### config.mk
export PLATFORM = sky130hd
export DESIGN_NAME = gram_rd_arb
export DESIGN_NICKNAME = d
export VERILOG_FILES = /design/src/rtl/gram_rd_arb.sv
export SDC_FILE = /design/constraint.sdc
export NUM_CORES = 1
export LEC_CHECK = 0
export ABC_AREA = 1
export CAP_MARGIN = 20
export CORE_AREA = 2 2 55 68
export CTS_BUF_LIST = sky130_fd_sc_hd__clkbuf_8
export CTS_CLUSTER_SIZE = 8
export DETAILED_ROUTE_END_ITERATION = 8
export DIE_AREA = 0 0 57 70
export PLACE_DENSITY = 0.84
export RECOVER_POWER = 100
export SLEW_MARGIN = 40
export SYNTH_ARGS = -nofsm -noshare
export SYNTH_HDL_FRONTEND = slang
export SYNTH_SLANG_ARGS = --single-unit
### constraint.sdc
create_clock -name clk -period 3.1 [get_ports clk]
set_input_delay 0.62 -clock clk [delete_from_list [all_inputs] [get_ports clk]]
set_output_delay 0.62 -clock clk [all_outputs]
set_load 0.005 [all_outputs]
### src/rtl/gram_rd_arb.sv
// gram_rd_arb: two-requester read arbiter in front of a single-read-port RAM.
//
// Grants at most one read per cycle, round-robin on ties (requester 0 wins
// the first tie after reset). Each grant travels down an RD_LATENCY-deep
// {valid, id} pipeline so that the response strobe lines up with the RAM's
// read data.
//
// Parameters:
//   BUS_SIZE_ADDR - RAM address width
//   BUS_SIZE_DATA - RAM data width
//   RD_LATENCY    - RAM read latency in cycles (1 or 2)
//
// Ports:
//   clk, rst_n                  - clock, async active-low reset
//   reqN_valid/reqN_addr        - read request from requester N (N = 0, 1)
//   reqN_ready                  - request accepted this cycle (combinational)
//   rspN_valid/rspN_data        - one-cycle read response to requester N
//   ram_raddr                   - read address to the RAM
//   ram_dout                    - read data from the RAM
//   ram_we/ram_waddr            - RAM write-port snoop
//
// Optional build macro:
//   GRAM_RD_ARB_HAZARD_EN - withhold a grant whose address collides with a
//                           same-cycle RAM write. When undefined, the
//                           write-port snoop is ignored.

module gram_rd_arb #(
    parameter int unsigned BUS_SIZE_ADDR = 4,
    parameter int unsigned BUS_SIZE_DATA = 32,
    parameter int unsigned RD_LATENCY    = 2
) (
    input  logic                     clk,
    input  logic                     rst_n,
    input  logic                     req0_valid,
    input  logic [BUS_SIZE_ADDR-1:0] req0_addr,
    output logic                     req0_ready,
    input  logic                     req1_valid,
    input  logic [BUS_SIZE_ADDR-1:0] req1_addr,
    output logic                     req1_ready,
    output logic                     rsp0_valid,
    output logic [BUS_SIZE_DATA-1:0] rsp0_data,
    output logic                     rsp1_valid,
    output logic [BUS_SIZE_DATA-1:0] rsp1_data,
    output logic [BUS_SIZE_ADDR-1:0] ram_raddr,
    input  logic [BUS_SIZE_DATA-1:0] ram_dout,
    input  logic                     ram_we,
    input  logic [BUS_SIZE_ADDR-1:0] ram_waddr
);

    // 1 when requester 1 won the most recent grant.
    logic                     last_q;
    logic [BUS_SIZE_ADDR-1:0] raddr_q;
    logic [RD_LATENCY-1:0]    pipe_v_q;
    logic [RD_LATENCY-1:0]    pipe_id_q;

    logic hz0, hz1;
    logic elig0, elig1;
    logic gnt0, gnt1;

`ifdef GRAM_RD_ARB_HAZARD_EN
    assign hz0 = ram_we && (ram_waddr == req0_addr);
    assign hz1 = ram_we && (ram_waddr == req1_addr);
`else
    logic unused_snoop;
    assign unused_snoop = ram_we ^ (^ram_waddr);
    assign hz0 = 1'b0;
    assign hz1 = 1'b0;
`endif

    // rst_n gates eligibility so no ready is seen while reset is asserted.
    assign elig0 = rst_n && req0_valid && !hz0;
    assign elig1 = rst_n && req1_valid && !hz1;

    always_comb begin
        gnt0 = elig0 && (!elig1 || last_q);
        gnt1 = elig1 && (!elig0 || !last_q);
    end

    assign req0_ready = gnt0;
    assign req1_ready = gnt1;

    always_comb begin
        ram_raddr = raddr_q;
        if (gnt0) begin
            ram_raddr = req0_addr;
        end else if (gnt1) begin
            ram_raddr = req1_addr;
        end
    end

    always_ff @(posedge clk or negedge rst_n) begin
        if (!rst_n) begin
            last_q    <= 1'b1;
            raddr_q   <= '0;
            pipe_v_q  <= '0;
            pipe_id_q <= '0;
        end else begin
            if (gnt0 || gnt1) begin
                last_q  <= gnt1;
                raddr_q <= ram_raddr;
            end
            pipe_v_q[0]  <= gnt0 || gnt1;
            pipe_id_q[0] <= gnt1;
            for (int i = 1; i < RD_LATENCY; i++) begin
                pipe_v_q[i]  <= pipe_v_q[i-1];
                pipe_id_q[i] <= pipe_id_q[i-1];
            end
        end
    end

    assign rsp0_valid = pipe_v_q[RD_LATENCY-1] && !pipe_id_q[RD_LATENCY-1];
    assign rsp1_valid = pipe_v_q[RD_LATENCY-1] &&  pipe_id_q[RD_LATENCY-1];
    assign rsp0_data  = ram_dout;
    assign rsp1_data  = ram_dout;

endmodule

## Word-level counts from Yosys, hierarchy flattened

Cells that the tools add are included.

- Bits of input ports: 49
- Register bits: 9
- Output and inout port bits: 72
- Logic and storage cells: 19

- Reductions and logical operators: 13
- Muxes and demuxes: 2

Operators by type and width:

| operator | count |
|---|---|
| $mux W4 | 2 |
| $logic_and A1 B1 Y1 | 6 |
| $logic_not A1 Y1 | 4 |
| $logic_or A1 B1 Y1 | 3 |

## Longest topological paths before layout

- Depth after elaboration: 6
- Depth in mapped cells: 4
- Depth with buffers taken out: 4

## Worst setup path after synthesis

No wires, ideal clock.

- Kind: input to output
- Start: in req1_valid
- End: out ram_raddr[0]
- Cell stages on the path: 4
- Arrival: 944 ps
- Data required time: 2480 ps
- Path buffers: 0
- Slack: 1536 ps
- Cell sequence: nand2_2 -> inv_2 -> nand3_1 -> nand3_1

- Longest elaborated chain between the ends: 5
- Elaborated cells between the ends (all ways): 7
- Those cells by class: mux: 2; reduce/logical: 5

RTL lines:

| item | line | RTL |
|---|---|---|
| from (decl) | 37 | `input logic req1_valid,` |
| $logic_and A1 B1 Y1 (*) | 72 | `assign elig1 = rst_n && req1_valid && !hz1;` |
| $logic_not A1 Y1 | 75 | `gnt0 = elig0 && (!elig1 \|\| last_q);` |
| $logic_or A1 B1 Y1 | 75 |  |
| $logic_and A1 B1 Y1 | 75 |  |
| $mux W4 (*) | 84 | `if (gnt0) begin` |
| to (decl) | 44 | `output logic [BUS_SIZE_ADDR-1:0] ram_raddr,` |

Every way passes the cells marked *; elsewhere a longest branch is shown, timed or not.

## Worst setup path after layout

- Start: in rst_n
- End: out ram_raddr[0]

- Longest elaborated chain between the ends: 6
- Elaborated cells between the ends (all ways): 10
- Those cells by class: mux: 2; reduce/logical: 8

RTL lines:

| item | line | RTL |
|---|---|---|
| from (decl) | 33 | `input logic rst_n,` |
| $logic_and A1 B1 Y1 | 71 | `assign elig0 = rst_n && req0_valid && !hz0;` |
| $logic_not A1 Y1 | 76 | `gnt1 = elig1 && (!elig0 \|\| !last_q);` |
| $logic_or A1 B1 Y1 | 76 |  |
| $logic_and A1 B1 Y1 | 76 |  |
| $mux W4 | 86 | `end else if (gnt1) begin` |
| $mux W4 (*) | 84 |  |

Marks and branches as above.

==> reports/qor.yml <==
run_status:
  outcome: "complete, no violations"
drt:
  drtIter0Drc: 10
  firstDrtPassIters: 4
  wirelength_um: 1500
  avgRoutedWirePerCell_um: 13.9
  drc: 0
  postRouteAntennaNets: 0
  vias_per_cell: 4.20
  num_vias: 454
sta:
  setup-tns-final_ns: 0
  rsz0062_at_grt: "no"
  timing.final.max_slew_violations: 0
  maxSlewHeadroom_pct: 69.3
  skew_ns: 0.000552
  setup_viol: 0
  finalHoldViolCount: 0
  fmax_ghz: 0.346
  period_share_pct: 93.2
  min_period_ns: 2.89
  worstMarginPinSlew_ns: 0.461
clock_tree:
  cts-root-buf: "clkbuf_8"
  cts_made_buffers: 3
  clock-sinks: 9
  post_cts_resize_count: 0
  clk_path_buf_depth: 2
  hold_buffers: 0
  path_clk_slew_ns: 0.04
  cts_tree: "yes"
  post_cts_buffers: 0
  insertion_delay_ns: 0.23
  h-tree-depth: 1
place:
  hpwl_um: 1280
  globalplace.congestion: 0.675
  io_buffer_count: 19
  dp_cells: 104
synth:
  synthAdderAreaFrac_pct: 0
  synthMostInstantiatedCell: "buf_4"
  yosysSeqAreaShare_pct: 25.9
  synth.top_cell.area_share_pct: 54.9
  synth_common_cells: "64 x buf_4, 20 x nand3_1, 8 x dfrtp_1"
  synth_mux_area_share_pct: 0
  synth_xor_area_share_pct: 0
  synth_cell_types: 11
  synth_compound_area_share_pct: 1.14
  synthCells: 109
  syn_area_per_cell_um2: 8.02
  synth_area_leaders: "buf_4 55%, dfrtp_1 23%, nand3_1 11%"
  synthFlopType: "dfrtp_1"
  syn_area_um2: 875
  yosysWarnings: 0
  synthArstFlopShare_pct: 100
  synth_edf_count: 0
  yosysTopAreaCell: "buf_4"
  ys_ff_latch: 9
  syn-num-nets: 158
  synth_top_family_by_area: "buffers and inverters"
  synth_simple_gate_area_share_pct: 15.5
global_routing:
  antenna_found_initial: 0
  grt_pass1_wl_um: 2340
  grt_pass1_vias: 503
  grt_use_total_pct: 7.87
  overflow: 0
  grt_max_degree: 10
floorplanning:
  rows: 24
  core_area_um2: 3420
  die-area_um2: 3990
  start_util_pct: 25.5
  ios: 121
  die_w_um: 57
  die_h_um: 70
critical_path:
  worst-path-buf-inv: 3
  path_cells: "dlygate4sd3_1 -> nand2_1 -> inv_2 -> nand3_1 -> nand3_1 -> dlygate4sd3_1"
  cp_max_fo: 6
  cp_top_family: "buffers and inverters"
  critical_path_class: "in -> out"
  startpoint_type: "input port"
  max_stage_delay_ns: 0.58
  cpMaxStageDelayCell: "dlygate4sd3_1"
  crit_arrival_ns: 2.27
  cp.required_ns: 2.48
  end_kind: "primary output"
flow_run:
  drv_cap: 0
layout:
  area_growth_pct: -22.3
  fillers: 401
  drive_gt1_share_pct: 10.1
  utilization_pct: 19.8
  num_antenna_cells: 0
  instances_no_fill: 108
  finalNetCount: 119
worst_hold_path:
  min_path_type: "reg -> reg"
pwr:
  finalPower_w: 0.000333
  p_leak_nw: 0.335
  ir_drop_uv: 219
  powerDensity_nw_per_um2: 490
[where the power goes]
part	internal [W]	switching [W]	total, W	leakage [nW]
Clock	0.0000859	0.0000430	0.000129	0.0269
Combinational	0.0000381	0.0000295	0.0000676	0.197
Sequential	0.000132	0.00000466	0.000137	0.111
Total	0.000256	0.0000771	0.000333	0.335
[path summary, 6_finish.rpt]
kind	slack, ns	endpoint	startpoint	cells after the start
max	0.21	ram_raddr[0]	rst_n	6
min	0.35	pipe_id_q[1]	pipe_id_q[0]	0
max reg2reg	2.12	raddr_q[1]	last_q	4
min reg2reg	0.35	pipe_id_q[1]	pipe_id_q[0]	0
max in group asynchronous	1.83	last_q	rst_n	2
min in group asynchronous	0.93	raddr_q[3]	rst_n	2
[routing by layer]
| layer | routed length [um] | global-route usage, % | up-vias | share of wire [%] |
|---|---|---|---|---|
| met1 | 280 | 4.00 | 184 | 19 |
| met3 | 357 | 5.93 | 24 | 24 |
| met5 | 0 | 0 | - | 0 |
| li1 | - | - | 200 | - |
| met2 | 664 | 11.7 | 46 | 44 |
| met4 | 197 | 12.9 | 0 | 13 |
[cell families (layout without fill, tap and decap cells)]
group                  after synthesis  in the layout
flip-flops                           9              9
AO/OA/AOI/OAI                        2              2
buffers and inverters               70             30
AND/OR/NAND/NOR                     28             28
[per-stage QoR]
| step | hold WS [ns] | area, um2 | setup WS, ns |
|---|---|---|---|
| after floorplan | 0.324 | 875 | 1.54 |
| after global placement | 0.333 | 641 | 0.416 |
| after detailed placement | 0.336 | 641 | 0.407 |
| after CTS | 0.345 | 686 | 0.400 |
| after global routing | 0.363 | 679 | 0.144 |
| final | 0.347 | 679 | 0.210 |
[layout by cell type (no fill, tap or decap)]
cell,Yosys,layout
dfstp_2,1,1
nand2_2,2,1
clkbuf_8,0,3
nand2_1,5,6
a21oi_1,1,1
dlygate4sd3_1,0,7
inv_1,4,5
o21ai_0,1,1
clkdlybuf4s50_1,0,12
dfrtp_1,8,8
inv_2,2,2
nand3_1,20,20
clkbuf_1,0,1
nor2_1,1,1
[layout make-up]
type | instances | area [um2] | share of cell area (%)
Timing Repair Buffer | 20 | 194 | 28.5
Multi-Input combinational cell | 30 | 143 | 21.0
Clock inverter | 1 | 3.75 | 0.552
Inverter | 6 | 22.5 | 3.31
Sequential cell | 9 | 226 | 33.3
Clock buffer | 3 | 41.3 | 6.08
Tap cell | 39 | 48.8 | 7.18
[registers in the layout (all words and copies together) (netlist names)]
name and flops:
pipe_v_q 2, pipe_id_q 2, last_q 1, raddr_q 4
No activity file was read; power rests on OpenSTA's default activity.
